<file path="config.mk">
export PLATFORM = sky130hd
export DESIGN_NAME = cpu_sequencer
export DESIGN_NICKNAME = d
export VERILOG_FILES = /design/src/rtl/cpu_sequencer.sv
export SDC_FILE = /design/constraint.sdc
export NUM_CORES = 1
export LEC_CHECK = 0
export BUFFER_PORTS_ARGS = -buffer_cell sky130_fd_sc_hd__buf_2
export CAP_MARGIN = 20
export CORE_MARGIN = 2
export CORE_UTILIZATION = 40
export DETAILED_ROUTE_END_ITERATION = 10
export GPL_TIMING_DRIVEN = 0
export PLACE_DENSITY = 0.67
export SETUP_SLACK_MARGIN = 0.02
export SLEW_MARGIN = 20
export SYNTH_ARGS = -nofsm -noshare
export SYNTH_HDL_FRONTEND = slang
export SYNTH_SLANG_ARGS = --single-unit
</file>
<file path="constraint.sdc">
create_clock -name clk -period 2.25 [get_ports clk]
set_clock_uncertainty 0.15 [all_clocks]
set_input_delay 0.1125 -clock clk [delete_from_list [all_inputs] [get_ports clk]]
set_output_delay 0.1125 -clock clk [all_outputs]
set_load 0.01 [all_outputs]
</file>
<file path="src/rtl/cpu_sequencer.sv">
// Multi-cycle control sequencer for the RV32I core: steps each instruction through
// FETCH/DECODE/EXEC/MEM/WB, drives datapath strobes, counts retirements, halts on faults.
module cpu_sequencer #(
  parameter int unsigned WAIT_MAX = 255
) (
  input  logic        clk,
  input  logic        rst,
  input  logic [31:0] instr,
  input  logic        i_ack,
  input  logic        d_ack,
  input  logic        branch,
  output logic        i_req,
  output logic        d_req,
  output logic        d_we,
  output logic        ir_load,
  output logic        ALU_source,
  output logic        reg_write,
  output logic        pc_load,
  output logic [1:0]  pc_sel,
  output logic [6:0]  opcode,
  output logic        halted,
  output logic [1:0]  halt_cause,
  output logic [31:0] retired
);

  localparam logic [6:0] OP_R      = 7'b0110011;
  localparam logic [6:0] OP_IMM    = 7'b0010011;
  localparam logic [6:0] OP_LOAD   = 7'b0000011;
  localparam logic [6:0] OP_STORE  = 7'b0100011;
  localparam logic [6:0] OP_BRANCH = 7'b1100011;
  localparam logic [6:0] OP_JAL    = 7'b1101111;
  localparam logic [6:0] OP_JALR   = 7'b1100111;
  localparam logic [6:0] OP_LUI    = 7'b0110111;
  localparam logic [6:0] OP_AUIPC  = 7'b0010111;

  localparam logic [7:0] WAIT_LIM = 8'(WAIT_MAX);

  typedef enum logic [2:0] {
    S_START, S_FETCH, S_DECODE, S_EXEC, S_MEM, S_WB, S_HALT
  } state_t;

  state_t     state;
  logic [7:0] wait_cnt;
  logic       taken;

  logic is_legal, is_load, is_store, is_branch, uses_imm;
  logic unused_instr_bits;

  // Only the opcode field is latched; the datapath decodes the rest itself.
  assign unused_instr_bits = ^instr[31:7];

  assign is_legal  = opcode inside {OP_R, OP_IMM, OP_LOAD, OP_STORE, OP_BRANCH,
                                    OP_JAL, OP_JALR, OP_LUI, OP_AUIPC};
  assign is_load   = (opcode == OP_LOAD);
  assign is_store  = (opcode == OP_STORE);
  assign is_branch = (opcode == OP_BRANCH);
  assign uses_imm  = opcode inside {OP_IMM, OP_LOAD, OP_STORE, OP_JALR};

  always_ff @(posedge clk) begin
    if (rst) begin
      state      <= S_START;
      opcode     <= '0;
      retired    <= '0;
      halt_cause <= 2'b00;
      wait_cnt   <= '0;
      taken      <= 1'b0;
    end else begin
      case (state)
        S_START: begin
          wait_cnt <= '0;
          state    <= S_FETCH;
        end
        S_FETCH: begin
          // An ack on the last permitted cycle still wins over the timeout.
          if (i_ack) begin
            opcode <= instr[6:0];
            state  <= S_DECODE;
          end else if (wait_cnt == WAIT_LIM) begin
            halt_cause <= 2'b10;
            state      <= S_HALT;
          end else begin
            wait_cnt <= wait_cnt + 8'd1;
          end
        end
        S_DECODE: begin
          if (is_legal) begin
            state <= S_EXEC;
          end else begin
            halt_cause <= 2'b01;
            state      <= S_HALT;
          end
        end
        S_EXEC: begin
          taken    <= branch && is_branch;
          wait_cnt <= '0;
          state    <= (is_load || is_store) ? S_MEM : S_WB;
        end
        S_MEM: begin
          if (d_ack) begin
            state <= S_WB;
          end else if (wait_cnt == WAIT_LIM) begin
            halt_cause <= 2'b10;
            state      <= S_HALT;
          end else begin
            wait_cnt <= wait_cnt + 8'd1;
          end
        end
        S_WB: begin
          retired  <= retired + 32'd1;
          wait_cnt <= '0;
          state    <= S_FETCH;
        end
        S_HALT:  state <= S_HALT;
        default: state <= S_START;
      endcase
    end
  end

  // Moore decode of the strobes; ir_load alone also looks at i_ack.
  always_comb begin
    i_req      = 1'b0;
    ir_load    = 1'b0;
    d_req      = 1'b0;
    d_we       = 1'b0;
    ALU_source = 1'b0;
    reg_write  = 1'b0;
    pc_load    = 1'b0;
    pc_sel     = 2'b00;
    halted     = 1'b0;
    case (state)
      S_FETCH: begin
        i_req   = 1'b1;
        ir_load = i_ack;
      end
      S_EXEC: ALU_source = uses_imm;
      S_MEM: begin
        d_req      = 1'b1;
        d_we       = is_store;
        ALU_source = 1'b1;
      end
      S_WB: begin
        pc_load   = 1'b1;
        reg_write = !(is_store || is_branch);
        if (taken)                  pc_sel = 2'b01;
        else if (opcode == OP_JAL)  pc_sel = 2'b10;
        else if (opcode == OP_JALR) pc_sel = 2'b11;
        else                        pc_sel = 2'b00;
      end
      S_HALT:  halted = 1'b1;
      default: ;
    endcase
  end

endmodule

</file>
Yosys cells after proc, flatten, opt, wreduce, memory -nomap -nowiden
Cells that the tools add are included.

storage, ports and cells
  bits in latches = 0
  register bits = 53
  memories kept = 0
  bits in read-only memories = 0
  RAM bits = 0

operators by class
  reduce and logical (&&, ||, !) cells = 14
  $add $sub $neg = 2
  multipliers = 0
  $lt $le $gt $ge = 0
  mux-type cells = 27
  equal/unequal tests = 19
  shift operators = 0
  div/mod/pow operators = 0
  bitwise logic cells = 0

operators with widths
  kind                                            count
  adder 32 x 1 -> 32 bit (second input constant)  1
  2-to-1 mux 8 bit                                3
  case mux 8 bit (3 select lines)                 1
  == test 7 x 6 -> 1 bit (second input constant)  3
  == test 7 bit (second input constant)           3
  case mux 3 bit (6 select lines)                 1
  2-to-1 mux 2 bit                                8
  == test 7 x 5 -> 1 bit (second input constant)  2
  2-to-1 mux 3 bit                                4
  == test 3 bit (second input constant)           3
  nonzero test 9 bit                              1
  adder 8 x 1 -> 8 bit (second input constant)    1
  == test 8 bit (second input constant)           1
  2-to-1 mux 1 bit                                8
  == test 7 x 2 -> 1 bit (second input constant)  1
  == test 3 x 2 -> 1 bit (second input constant)  2
  != test 2 bit (second input constant)           3
  case mux 2 bit (3 select lines)                 1
  nonzero test 3 bit                              2
  AND reduction 4 bit                             1
  nonzero test 4 bit                              1
  == test 3 x 1 -> 1 bit (second input constant)  1
  logical NOT 3 bit                               1
  AND reduction 3 bit                             1
  7 further kinds                                 8

Logic depth before layout (Yosys ltp)
  depth after elaboration = 5
  gate-level depth with buffers = 9
  mapped depth without buffers = 6

Worst setup path after synthesis
No wires, ideal clock.

  path type = flip-flop to flip-flop
  from = reg retired[6]
  to = reg retired[29]
  data arrival time = 1,564 ps
  buffers on the path = 1
  period minus slack after synthesis = 1,835 ps
  required time = 1,979 ps
  cell stages (with the launch flop) = 6
  library setup time = 121 ps
  setup slack = 415 ps
  cells stage by stage = dfxtp_1 -> and4_1 -> buf_2 -> nand4_1 -> nor4_1 -> mux2_2

on the way
  word-level cells in the longest chain between the ends = 1

RTL lines
  element                 line  source
  from (decl)             23    output logic [31:0] retired
  from (signal assigned)  109   retired <= retired + 32'd1;
  adder 32 x 1 -> 32 bit  109

No other way between the ends.
A chain may end at the register's enable or synchronous reset.

Worst setup path after layout
  from = reg state[2]
  to = out ALU_source

on the way
  word-level cells in the longest chain between the ends = 2
  elaborated cells on any way between the ends = 3
  classes of those cells = eq/ne (2); mux (1)

RTL lines
  element                                                  line  source
  from (decl)                                              42    state_t state;
  from (signal assigned)                                   96    state <= (is_load || is_store) ? S_MEM : S_WB;
  == test 3 bit or == test 3 x 2 -> 1 bit (tied branches)  130   case (state)
  case mux 1 bit (2 select lines) (*)                      130
  to (decl)                                                16    output logic ALU_source,

Mark *: on every way between the ends. The rest lies on a longest branch, timed or not.

==> impl_metrics.py <==
metrics = {
    "synthesis": {
        "synthTopCellsByCount": "dfxtp_1, nor2_1, nand2_1, a21oi_1",
        "synth-seq-cells": 53,
        "synth_top_area_share_pct": 36.85,
        "yosysTopAreaCell": "dfxtp_1",
        "synth_xor_area_share_pct": 2.738,
        "synth.most_common_cell": "dfxtp_1",
        "ys_seq_area_share_pct": 36.85,
        "synth.net_count": 371,
        "syn_inst": 332,
        "syn-cell-area_um2": 2879,
        "synth_fa_ha_area_share_pct": 0.8692,
        "synth_compound_area_share_pct": 19.43,
        "synth_cell_types": 58,
        "yosysWarningCount": 0,
        "synth_ff_type": "dfxtp_1",
        "synthSimpleGateAreaFrac_pct": 30.42,
        "synth_area_leaders": "dfxtp_1, mux2i_1, nor2_1, a21oi_1, or4_1",
        "async_flop_share_pct": 0,
        "avgSynthCellArea_um2": 8.672,
        "synth_top_family_by_area": "simple AND/OR/NAND/NOR gates",
        "synth_mux_area_share_pct": 4.650,
        "synth-edff-count": 0,
    },
    "clock_tree": {
        "clockRootBuffer": "clkbuf_8",
        "clockBufferDepth": 2,
        "cts_tree": "yes",
        "post_cts_buffers": 0,
        "clk_pin_slew_ps": 90,
        "htree_levels": 2,
        "cts_buffers": 5,
        "cts.sinks": 53,
        "clkLatencyLatePin_ps": 310,
    },
    "sta": {
        "post-route-period-util_pct": 94.35,
        "rsz0062_at_grt": "no",
        "max_freq_ghz": 0.4711,
        "tns_ps": 0,
        "hold_viol_final": 0,
        "slew_headroom_pct": 57.94,
        "tightest_slew_ps": 630.9,
        "setup_viol": 0,
        "slew_viol_final": 0,
        "period_needed_ps": 2123,
    },
    "die": {
        "dieArea_um2": 7893,
        "fp.dieH_um": 88.84,
        "start_util_pct": 41.91,
        "top_level_ports": 88,
        "num_rows": 30,
        "core_um2": 6869,
        "die_w_um": 88.84,
    },
    "setup_path": {
        "critPathMaxFanout": 10,
        "crit_chain": "clkbuf_1 -> nor2b_1 -> and2_1 -> o21ai_0 -> o21ai_0 -> buf_2",
        "cp-end-kind": "output pin",
        "worst_path_dominant_cell_family": "buffers and inverters",
        "reg2reg_depth": 5,
        "worstPathArrival_ps": 1860,
        "startpoint_type": "register",
        "ff2ff_setup_slack_ps": 190,
        "r2r-end": "retired[26]",
        "slowest_stage": "dfxtp_1",
        "critPathBufInv": 2,
        "critPathMaxStageDelay_ps": 490,
        "critPathKind": "register to output pin",
        "cpMostUsedCell": "o21ai_0",
        "timing.rr.start": "retired[7]",
        "worstPathRequired_ps": 1990,
    },
    "finish": {
        "multi_input_area_um2": 1673,
        "diodes": 0,
        "nFillCells": 691,
        "nets": 448,
        "regArea_um2": 1061,
        "drive_gt1_share_pct": 24.94,
        "post-route-cell-area_um2": 3477,
        "synthToLayoutAreaGrowth_pct": 20.77,
    },
    "power": {
        "power_mw": 2.297,
        "p_leak_nw": 1.342,
        "power_density_nw_per_um2": 660.5,
        "ir_drop_v": 0.0002444,
    },
    "place": {
        "placed_cell_area_um2": 3309,
        "gp_congestion": 0.9178,
        "post-dp-hpwl_um": 5401,
        "port-buffer-count": 62,
    },
    "grt": {
        "grt_use_total_pct": 19.35,
        "first_global_vias": 2570,
        "antenna_found_initial": 0,
        "overflow": 0,
        "grt_max_degree": 15,
        "grt_pass1_wl_um": 12200,
    },
    "route": {
        "num_vias": 2882,
        "drc": 0,
        "drt_iter0_drc": 135,
        "viasPerCell": 5.707,
        "dr.pass1.iters": 4,
        "avgRoutedWirePerCell_um": 14.77,
        "wl_um": 7461,
        "ant_nets": 0,
    },
    "worst_hold_path": {
        "whs_path_depth": 3,
        "min_to": "wait_cnt[4]",
        "holdCritPathClass": "input port to register",
        "worstHoldStart": "rst",
    },
    "status": {
        "status": "finished clean",
    },
    "run": {
        "maxCapViolations": 0,
    },
}
## worst max-delay path by stage
| stage | startpoint | endpoint | slack [ps] | cells after the start |
|---|---|---|---|---|
| floorplan | retired[6] | retired[29] | 420 | 5 |
| global placement | retired[6] | retired[29] | 230 | 5 |
| detailed placement | retired[6] | retired[29] | 210 | 5 |
| CTS | state[1] | halted | 130 | 6 |
| global route | retired[6] | retired[29] | 30 | 5 |
| finish | state[2] | ALU_source | 130 | 6 |
## final cells by class
cell class,instances,share of cell area (%)
plain buffers,19,3.239
clock buffers,7,2.483
inverters,9,0.9716
multi-input cells,251,48.11
flip-flops and latches,53,30.51
well taps,96,3.454
repair buffers,70,11.23
## cell families after synthesis
family | Yosys count
simple gates | 148
buf+inv | 28
flops | 53
fa+ha+maj | 2
compound gates | 79
mux | 13
xor+xnor | 9
## worst register-to-register path, delay by kind of cell (launching register included)
family                 cells  cell delay, ps
and+or+nand+nor            3             820
muxes                      1             360
DFF                        1             440
buffers and inverters      1             170
## power by group
group          switching, mW  leakage [nW]  internal [mW]  total [mW]
Clock                  0.307        0.0443          0.245       0.552
Sequential            0.0663         0.428          0.993        1.06
Combinational          0.401         0.870          0.285       0.686
## sequential cells by signal (all words and copies together) (netlist names)
signal and flops:
halt_cause 2, retired 32, opcode 7, wait_cnt 8, taken 1, state 3
## placed cells by master (no fill, tap or decap), types with 3 or more instances in the layout
cell type	netlist	layout
buf_2	5	67
dfxtp_1	53	53
nor2_1	26	26
nand2_1	21	21
a21oi_1	19	19
nand4_1	12	12
nor3_1	12	12
nand3_1	11	11
or4_1	11	11
o21ai_0	10	10
mux2i_1	10	10
o31ai_1	10	10
dlygate4sd3_1	0	8
inv_1	7	7
xor2_1	7	7
o41ai_1	7	7
clkbuf_1	6	6
nor2b_1	6	6
or2_2	6	6
or3_1	6	6
o311ai_0	6	6
clkbuf_8	0	6
and2_1	5	5
nand2b_1	5	5
buf_6	4	4
and4_1	4	4
a21boi_0	4	4
buf_1	3	3
and3b_1	3	3
a31oi_1	3	3
and3_1	3	3
a211oi_1	3	3
nor3b_1	3	3
mux2_2	3	3
## per-layer routing
layer,share of wire [%],up-vias,GRT usage [%]
li1,-,1401,-
met1,45,1385,26.55
met2,49,89,31.34
met3,5.7,7,3.451
met4,0.92,0,5.096
met5,0,-,0
## per-stage QoR
step	setup slack (ps)	hold slack (ps)	cells	util, %
after floorplan	415.5	109.7	332	-
after global placement	228.8	197.2	490	48.18
after detailed placement	208.8	204.2	490	48.18
after CTS	129.0	41.37	505	50.60
after global routing	29.40	66.26	505	50.62
final	127.2	50.53	505	50.62
## timing repair
| item | in CTS | in global routing |
|---|---|---|
| gates resized for setup | 0 | 2 |
| endpoints found under the hold margin | 8 | 0 |
| hold buffers | 8 | 0 |
| endpoints found under the setup margin | 0 | 1 |
Note: power is estimated with default switching activity, not from simulation.
